### src/rtl/seg_scan_ctrl.sv
// seg_scan_ctrl: 4-digit common-anode 7-segment scan controller with blanking
// and frame-boundary commit of the display word.
module seg_scan_ctrl #(
  parameter int ON_CYCLES    = 50000,
  parameter int BLANK_CYCLES = 500
) (
  input  logic        clk,
  input  logic        reset,
  input  logic        load,
  input  logic [15:0] data_in,
  input  logic [3:0]  en_mask,
  output logic [3:0]  char,
  output logic [3:0]  an,
  output logic        frame_done
);
  localparam int MAXC = (ON_CYCLES > BLANK_CYCLES) ? ON_CYCLES : BLANK_CYCLES;
  localparam int CW   = $clog2(MAXC + 1);
  typedef enum logic {BLANK, ON} state_t;
  state_t          state_q, state_d;
  logic [CW-1:0]   cnt_q, cnt_d;
  logic [1:0]      d_q, d_d;
  logic [15:0]     pend_val_q, pend_val_d, act_val_q, act_val_d;
  logic [3:0]      pend_mask_q, pend_mask_d, act_mask_q, act_mask_d;
  logic [3:0]      char_q, char_d, an_q, an_d;
  logic            frame_done_q, frame_done_d, boundary;
  always_comb begin
    state_d  = state_q;
    cnt_d    = cnt_q + CW'(1);
    d_d      = d_q;
    boundary = 1'b0;
    if (state_q == BLANK) begin
      if (cnt_q == CW'(BLANK_CYCLES - 1)) begin
        state_d = ON;
        cnt_d   = '0;
      end
    end else if (cnt_q == CW'(ON_CYCLES - 1)) begin
      state_d  = BLANK;
      cnt_d    = '0;
      d_d      = d_q - 2'd1;
      boundary = (d_q == 2'd0);
    end
    pend_val_d   = load ? data_in : pend_val_q;
    pend_mask_d  = load ? en_mask : pend_mask_q;
    act_val_d    = boundary ? pend_val_d : act_val_q;
    act_mask_d   = boundary ? pend_mask_d : act_mask_q;
    // next digit's nibble is latched on BLANK entry, from the freshly committed word at the boundary
    char_d       = (state_q == ON && state_d == BLANK) ? act_val_d[{d_d, 2'b00} +: 4] : char_q;
    an_d         = 4'hF;
    if (state_d == ON) an_d[d_d] = ~act_mask_d[d_d];
    frame_done_d = boundary;
  end
  always_ff @(posedge clk) begin
    if (!reset) begin
      state_q      <= BLANK;
      cnt_q        <= '0;
      d_q          <= 2'd3;
      pend_val_q   <= 16'h0000;
      act_val_q    <= 16'h0000;
      pend_mask_q  <= 4'hF;
      act_mask_q   <= 4'hF;
      char_q       <= 4'h0;
      an_q         <= 4'hF;
      frame_done_q <= 1'b0;
    end else begin
      state_q      <= state_d;
      cnt_q        <= cnt_d;
      d_q          <= d_d;
      pend_val_q   <= pend_val_d;
      act_val_q    <= act_val_d;
      pend_mask_q  <= pend_mask_d;
      act_mask_q   <= act_mask_d;
      char_q       <= char_d;
      an_q         <= an_d;
      frame_done_q <= frame_done_d;
    end
  end
  assign char       = char_q;
  assign an         = an_q;
  assign frame_done = frame_done_q;
endmodule

### config.mk
export PLATFORM = sky130hd
export DESIGN_NAME = seg_scan_ctrl
export DESIGN_NICKNAME = d
export VERILOG_FILES = /design/src/rtl/seg_scan_ctrl.sv
export SDC_FILE = /design/constraint.sdc
export NUM_CORES = 1
export LEC_CHECK = 0
export ABC_AREA = 1
export BUFFER_PORTS_ARGS = -buffer_cell sky130_fd_sc_hd__buf_2
export CAP_MARGIN = 40
export CORE_ASPECT_RATIO = 1.1
export CORE_UTILIZATION = 60
export DETAILED_ROUTE_END_ITERATION = 8
export GPL_TIMING_DRIVEN = 0
export PLACE_DENSITY_LB_ADDON = 0.12
export SYNTH_ARGS = -nofsm -noshare
export SYNTH_HDL_FRONTEND = slang
export SYNTH_SLANG_ARGS = --single-unit
export TNS_END_PERCENT = 20
### constraint.sdc
create_clock -name clk -period 3.6 [get_ports clk]
set_input_delay 0.18 -clock clk [delete_from_list [all_inputs] [get_ports clk]]
set_output_delay 0.18 -clock clk [all_outputs]
set_load 0.02 [all_outputs]
==> results of run 1 <==
[final cells by class]
type,count,area [um2]
Multi-Input combinational cell,294,1480
Fill cell,428,1450
Sequential cell,68,1360
Inverter,43,161
Clock buffer,12,155
Timing Repair Buffer,31,155
Buffer,13,86.3
Tap cell,58,72.6
Clock inverter,4,47.5
[metal layers]
| layer | vias to the layer above | part of all wire [%] | track usage (%) |
|---|---|---|---|
| met5 | - | 0 | 0 |
| met4 | 0 | 2.0 | 15.4 |
| met3 | 14 | 4.2 | 4.73 |
| met2 | 52 | 51 | 45.1 |
| met1 | 1218 | 43 | 27.0 |
| li1 | 1405 | - | - |
[metrics by stage]
step                setup WS (ns)  instances  power, W  hold WS (ns)
CTS                          1.58        523   0.00149        0.0635
floorplan                    1.91        418  0.000845         0.321
global route                 1.39        523   0.00153         0.107
finish                       1.61        523   0.00149        0.0653
global placement             1.65        507  0.000868         0.417
detailed placement           1.61        507  0.000872         0.420
[flip-flops by register name (all words and copies together), names as in the netlist]
signal / count
act_val_q: 16
cnt_q: 16
pend_val_q: 16
act_mask_q: 4
an: 4
char: 4
pend_mask_q: 4
d_q: 2
frame_done: 1
state_q: 1
[cell usage after synthesis, types with 5 or more instances]
cell type | number | share of area, %
o21a_1 | 14 | 3.4
dfxtp_1 | 68 | 44
a21oi_1 | 19 | 3.1
inv_1 | 39 | 4.7
mux2i_1 | 5 | 1.6
clkbuf_1 | 7 | 0.85
nor3_1 | 10 | 1.6
or2_2 | 14 | 2.8
nand2_1 | 115 | 14
nand3_1 | 28 | 4.5
nor2_1 | 47 | 5.7
[worst min-delay path: cells and delay by family]
family | cells | cell delay, ns
mux | 1 | 0.07
buf+inv | 1 | 0.07
simple gates | 1 | 0.06
[cell families after synthesis]
group | after synthesis | synth area share, %
simple gates | 240 | 36.0
compound gates | 43 | 8.31
buf+inv | 56 | 8.03
fa+ha+maj | 2 | 0.811
xor+xnor | 4 | 1.13
flops | 68 | 44.1
mux | 5 | 1.62
[final timing paths]
path         cells after the start                 from  slack [ns]                   endpoint
max                              9  cnt_q[0]$_SDFF_PN0_        1.61        cnt_q[8]$_SDFF_PN0_
min                              3           en_mask[2]        0.07  pend_mask_q[2]$_SDFF_PN1_
max reg2reg                      9  cnt_q[0]$_SDFF_PN0_        1.61        cnt_q[8]$_SDFF_PN0_
min reg2reg                      1  cnt_q[0]$_SDFF_PN0_        0.44        cnt_q[0]$_SDFF_PN0_
[power groups by stage]
stage | Sequential, W | Combinational, W | Clock, W
5_1_grt | 0.000777 | 0.0000899 | 0.000667
2_1_floorplan | 0.000791 | 0.0000537 | 0
3_5_place_dp | 0.000793 | 0.0000787 | 0
3_3_place_gp | 0.000792 | 0.0000766 | 0
4_1_cts | 0.000776 | 0.0000795 | 0.000638
6_report | 0.000776 | 0.0000788 | 0.000635
==> results.toml, run 1 <==
[outcome]
status = "complete, no violations"

[worst_setup_path]
crit_path_end_kind = "register"
crit_path_top_delay_cell = "dfxtp_1"
critPathKind = "register to register"
critPathMaxFanout = 10
critPathArrivalTime_ns = 2.21
crit_path_start_kind = "register"
path_cells = "ha_1 -> nand3_2 -> nor2_2 -> nand2_2 -> nor2_8 -> nor2_4 -> o21ai_1 -> buf_2 -> nor3_1"
path_delay_family = "simple AND/OR/NAND/NOR gates"
required_ns = 3.82
worst-path-buf-inv = 1
cpPeakStageDelay_ns = 0.35

[pwr]
leakage_nw = 1.66
swShare_pct = 22.2
pwr-share-clk_pct = 42.6
combinationalPowerShare_pct = 5.3
p_int_w = 0.00116
pwr-share-seq_pct = 52.1
p_per_area_nw_per_um2 = 424
ir_drop_uv = 247
p_sw_w = 0.000331

[route]
ant_nets = 0
firstDrtPassIters = 5
wl_per_cell_um = 11.9
viasPerCell = 5.14
route.detailed.drc = 0
drt_iter0_drc = 171
routed_wl_um = 6240
vias = 2689

[global_route]
grt_pass1_vias = 2599
grt_pass1_wl_um = 10700
antenna_found_initial = 0
grt_use_total_pct = 25.2
grt_start_max_net_pins = 12
gr-total-overflow = 0

[synth]
yosys_warnings = 0
ys.flop_type = "dfxtp_1"
ys_ff_latch = 68
syn_area_per_cell_um2 = 7.38
synth_cells = 418
synth-edff-count = 0
synth_cell_types = 33
syn_area_um2 = 3090
synthArstFlopShare_pct = 0
syn_nets = 443
yosysSeqAreaShare_pct = 44.1

[sta]
fmax_mhz = 501
min_period_ns = 1.99
report.final.slew_viol_count = 0
slew_headroom_pct = 54.0
rsz0062_at_grt = "false"
setup_viol = 0
fin_skew_ns = 0.00928
finalCritPeriodShare_pct = 55.4
fin_tns_setup_ns = 0
worstMarginPinSlew_ns = 0.690
hold_viol_final = 0

[placed_design]
placedInstanceArea_um2 = 3310
routabilityCongestion = 0.844
portBuffers = 31
hpwl_um = 4590

[floorplanning]
dieArea_um2 = 5440
initial_core_util_pct = 62.2
die_w_um = 70.4
ios = 32
coreArea_um2 = 4970
die_y_um = 77.2
num_rows = 27

[job]
cap_violations = 0

[clocking]
cts_sinks = 68
postCtsHoldBufs = 0
clkLatencyLatePin_ns = 0.35
cts_max_path_buffers = 2
cts_buffers = 9
root_buffer = "clkbuf_8"
h-tree-depth = 3
cts_setup_buffers = 0
cts_tree = "done"
cts_resized = 0
clk_pin_slew_ns = 0.07

[cells_and_area]
drive_above_1_share_pct = 18.7
synthToLayoutAreaGrowth_pct = 13.9
post-route-cell-area_um2 = 3520
utilization_pct = 70.8
n_antenna_cell = 0
nets = 485
final_common_cell = "nand2_1"
layout_common_cells = "115 x nand2_1, 68 x dfxtp_1, 47 x nor2_1"

[hold_path]
hold_path.class = "input port to register"
No activity file was read; power rests on OpenSTA's default activity.
==> run 2, diff against run 1 <==
Settings changed: CORE_UTILIZATION 60 to 58.
Clock period 3.6 ns to 1.95 ns, I/O delays scaled along.
==> results.toml, run 2 (synthesized netlist as in run 1, its figures left out) <==
[pwr]
p_int_w = 0.00201
p_per_area_nw_per_um2 = 719
ir_drop_uv = 500
pwr-share-seq_pct = 55.1
swShare_pct = 22.5
power.total_w = 0.00260
combinationalPowerShare_pct = 5.9
p_sw_w = 0.000586
leakage_nw = 1.70
pwr-share-clk_pct = 38.9

[sta]
hold_viol_final = 0
rsz0062_at_grt = "true"
slew_headroom_pct = 57.7
whs_ns = 0.0346
min_period_ns = 1.83
fmax_mhz = 547
report.final.slew_viol_count = 0
setup_viol = 0
worstMarginPinSlew_ns = 0.634
fin_skew_ns = 0.00614
finalCritPeriodShare_pct = 93.8

[clocking]
clkLatencyLatePin_ns = 0.34
clk_pin_slew_ns = 0.07
cts_sinks = 68
cts_buffers = 9
h-tree-depth = 3
cts_tree = "done"
cts_max_path_buffers = 2
root_buffer = "clkbuf_8"

[route]
routed_wl_um = 6210
route.detailed.drc = 0
wl_per_cell_um = 11.7
firstDrtPassIters = 4
ant_nets = 0
drt_iter0_drc = 123
viasPerCell = 5.12
vias = 2713

[placed_design]
hpwl_um = 4470
routabilityCongestion = 0.843
dp.cells = 507
portBuffers = 31

[cells_and_area]
utilization_pct = 71.4
nets = 493
drive_above_1_share_pct = 21.2
final_common_cell = "nand2_1"
synthToLayoutAreaGrowth_pct = 17.2
largestRegisters = "act_val_q: 16 flops, cnt_q: 16 flops, pend_val_q: 16 flops"
n_antenna_cell = 0
fin_cells = 530
layout_common_cells = "112 x nand2_1, 66 x dfxtp_1, 47 x nor2_1"

[outcome]
status = "complete, no violations"

[worst_setup_path]
worst-path-buf-inv = 0
required_ns = 2.17
crit_path_end_kind = "register"
crit_path_start_kind = "register"
path_delay_family = "simple AND/OR/NAND/NOR gates"
cpPeakStageDelay_ns = 0.36
critPathArrivalTime_ns = 2.05
critPathKind = "register to register"
crit_path_top_delay_cell = "dfxtp_2"
critPathMaxFanout = 8
path_cells = "ha_4 -> nand2_2 -> nor2_4 -> nand2_2 -> nor2_4 -> nand2_1 -> nand2_1 -> nand2_2 -> nand2_1 -> o21a_1 -> nand3_1"

[floorplanning]
die_y_um = 78.5
initial_core_util_pct = 60.9
dieArea_um2 = 5620
die_w_um = 71.6
ios = 32
coreArea_um2 = 5070
num_rows = 27

[global_route]
grt_pass1_vias = 2619
gr-total-overflow = 0
grt_start_max_net_pins = 11
grt_use_total_pct = 24.5
antenna_found_initial = 0
grt_pass1_wl_um = 10700

[hold_path]
hold_path.class = "input port to register"

[job]
cap_violations = 0
-- run 2: final cells by class --
class	count	area (um2)
Inverter	43	161
Buffer	13	96.3
Timing Repair Buffer	39	225
Clock buffer	13	159
Fill cell	438	1450
Tap cell	58	72.6
Clock inverter	2	10.0
Multi-Input combinational cell	294	1530
Sequential cell	68	1360
-- run 2: path summary, 6_finish.rpt --
check,startpoint,to,slack (ns),depth (start not counted)
max,cnt_q[0]$_SDFF_PN0_,an[0]$_SDFF_PN1_,0.12,11
max reg2reg,cnt_q[0]$_SDFF_PN0_,an[0]$_SDFF_PN1_,0.12,11
min,data_in[15],pend_val_q[15]$_SDFF_PN0_,0.03,3
min reg2reg,cnt_q[0]$_SDFF_PN0_,cnt_q[0]$_SDFF_PN0_,0.44,1
-- run 2: timing repair --
action                     4_1_cts  5_1_grt
hold endpoints to repair         4        0
setup endpoints to repair       13       22
resized for setup                2       15
setup buffers                    0        4
pin swaps                        0        5
hold buffers                     4        0
-- run 2: power by group through the flow --
stage          sequential (W)  combinational, W  clock (W)
2_1_floorplan         0.00146         0.0000991          0
3_3_place_gp          0.00146          0.000140          0
3_5_place_dp          0.00146          0.000144          0
4_1_cts               0.00143          0.000152    0.00103
5_1_grt               0.00144          0.000177    0.00109
6_report              0.00143          0.000155    0.00101
-- run 2: worst reg2reg max path, stage by stage (launching register included) --
cell and delay [ns]:
dfxtp_2 0.36, ha_4 0.16, nand2_2 0.08, nor2_4 0.14, nand2_2 0.07, nor2_4 0.15, nand2_1 0.12, nand2_1 0.09
nand2_2 0.13, nand2_1 0.13, o21a_1 0.19, nand3_1 0.09
-- run 2: per-stage QoR --
stage | worst slack, ns | instance area, um2 | setup TNS [ns]
2_1_floorplan | 0.257 | 3090 | 0
3_3_place_gp | -0.0120 | 3310 | -0.0220
3_5_place_dp | -0.0198 | 3310 | -0.0575
4_1_cts | 0.00110 | 3530 | 0
5_1_grt | -0.0445 | 3620 | -0.207
6_report | 0.120 | 3620 | 0
-- run 2: metal layers --
| metal | track usage (%) | vias to the layer above | routed length (um) |
|---|---|---|---|
| li1 | - | 1429 | - |
| met1 | 26.0 | 1227 | 2760 |
| met2 | 45.8 | 43 | 3160 |
| met3 | 4.75 | 14 | 174 |
| met4 | 12.0 | 0 | 117 |
| met5 | 0 | - | 0 |
==> run 3, diff against run 2 <==
Settings changed: CORE_ASPECT_RATIO 1.1 to not set, CORE_MARGIN set to 10, GPL_TIMING_DRIVEN 0 to not set.
==> results.toml, run 3 (synthesized netlist as in run 1, its figures left out) <==
[cells_and_area]
regArea_um2 = 1360
multi_input_area_um2 = 1500
nFillCells = 461
nets = 483
n_antenna_cell = 0
final_common_cell = "nand2_1"
utilization_pct = 68.8
synthToLayoutAreaGrowth_pct = 14.6
drive_above_1_share_pct = 20.2
layout_common_cells = "114 x nand2_1, 66 x dfxtp_1, 47 x nor2_1"
largestRegisters = "act_val_q: 16 flops, cnt_q: 16 flops, pend_val_q: 16 flops"

[clocking]
root_buffer = "clkbuf_8"
cts_max_path_buffers = 2
cts_buffers = 9
cts_setup_buffers = 0
clkLatencyLatePin_ns = 0.33
clk_pin_slew_ns = 0.07
cts_tree = "done"
h-tree-depth = 3
cts_sinks = 68

[sta]
fin_skew_ns = 0.00609
report.final.slew_viol_count = 0
fin_tns_setup_ns = 0
min_period_ns = 1.80
setup_viol = 0
finalCritPeriodShare_pct = 92.3
hold_viol_final = 0
slew_headroom_pct = 74.3
worstMarginPinSlew_ns = 0.385
rsz0062_at_grt = "false"
fmax_mhz = 556

[outcome]
status = "complete, no violations"

[floorplanning]
dieArea_um2 = 8640
coreArea_um2 = 5140
die_y_um = 93.0
num_rows = 26
die_w_um = 93.0
ios = 32
initial_core_util_pct = 60.1

[route]
vias = 2671
firstDrtPassIters = 4
ant_nets = 0
drt_iter0_drc = 165
viasPerCell = 5.03
routed_wl_um = 6360
route.detailed.drc = 0
wl_per_cell_um = 12.0

[global_route]
grt_pass1_vias = 2536
grt_use_total_pct = 15.7
gr-total-overflow = 0
grt_start_max_net_pins = 37
antenna_found_initial = 0
grt_pass1_wl_um = 11100

[worst_setup_path]
path_delay_family = "simple AND/OR/NAND/NOR gates"
crit_top_cell = "nand2_1"
path_cells = "ha_4 -> nand2_1 -> nor2_2 -> nand2_2 -> nor2_4 -> nand3_2 -> buf_4 -> nand2_1 -> nand2_1 -> nand2_1 -> nand2_1 -> nand2_1 -> nand2_1 -> nand2_1 -> nand2_1"
critPathArrivalTime_ns = 2.03
worst-path-buf-inv = 1
required_ns = 2.18
critPathMaxFanout = 11
crit_path_end_kind = "register"
crit_path_start_kind = "register"
critPathKind = "register to register"
cpPeakStageDelay_ns = 0.35
crit_path_top_delay_cell = "dfxtp_2"

[pwr]
ir_drop_uv = 439
leakage_nw = 1.67
p_per_area_nw_per_um2 = 738

[hold_path]
hold_path.class = "input port to register"

[placed_design]
portBuffers = 31
hpwl_um = 4540
routabilityCongestion = 0.874

[job]
cap_violations = 0
## run 3: cell types whose count changed in the layout (fill, tap and decap cells not counted), moves of 2 or more
cell / previous run / this run
clkbuf_1: 9 / 0
o21ai_1: 0 / 4
o21ai_2: 4 / 0
nand2_1: 112 / 114
nand2_2: 7 / 5
## run 3: repair_timing
item | CTS | global route
hold buffers | 3 | 0
endpoints found under the hold margin | 3 | 0
endpoints found under the setup margin | 0 | 13
resized for setup | 0 | 8
## run 3: final cells by class
type / instances / share of cell area [%]
sequential: 68 / 38.5
multi-input combinational: 294 / 42.3
inverter: 43 / 4.56
clock buffer: 12 / 4.67
timing repair buffer: 42 / 7.14
clock inverter: 2 / 0.283
tap: 70 / 2.48
## run 3: per-layer routing
metal / up-vias / share of wire, % / global-route usage [%] / routed length [um]
met5: - / 0 / 0 / 0
met4: 0 / 2.5 / 8.48 / 159
met3: 15 / 3.6 / 3.63 / 231
met2: 40 / 50 / 27.2 / 3180
met1: 1210 / 44 / 17.3 / 2780
li1: 1406 / - / - / -
## run 3: where the power goes
part	internal, W	total (W)	switching [W]
clock network	0.000547	0.00103	0.000482
logic	0.0000696	0.000148	0.0000786
registers	0.00142	0.00143	0.0000130
total	0.00204	0.00261	0.000574
## run 3: worst reg2reg max path, stage by stage (launching register included)
cell and delay, ns:
dfxtp_2 0.35, ha_4 0.15, nand2_1 0.07, nor2_2 0.18, nand2_2 0.08, nor2_4 0.11
nand3_2 0.10, buf_4 0.19, nand2_1 0.09, nand2_1 0.05, nand2_1 0.05, nand2_1 0.05
nand2_1 0.05, nand2_1 0.05, nand2_1 0.05, nand2_1 0.05
## run 3: final timing paths
path,startpoint,to,slack (ns),cells past startpoint
setup reg to reg,cnt_q[0]$_SDFF_PN0_,char[2]$_SDFFE_PN0P_,0.15,15
hold reg to reg,cnt_q[0]$_SDFF_PN0_,cnt_q[0]$_SDFF_PN0_,0.44,1
setup / recovery,cnt_q[0]$_SDFF_PN0_,char[2]$_SDFFE_PN0P_,0.15,15
hold / removal,en_mask[3],pend_mask_q[3]$_SDFF_PN1_,0.02,3
## run 3: metrics by stage
step | total power, W | hold WS, ns | cell area (um2) | instances | setup slack (ns)
3_5_place_dp | 0.00161 | 0.340 | 3300 | 514 | 0.0313
3_3_place_gp | 0.00160 | 0.331 | 3300 | 514 | 0.105
2_1_floorplan | 0.00156 | 0.238 | 3090 | 418 | 0.257
4_1_cts | 0.00263 | 0.0219 | 3510 | 531 | 0.0225
6_report | 0.00261 | 0.0248 | 3540 | 531 | 0.151
5_1_grt | 0.00272 | 0.0274 | 3540 | 531 | 0.00855
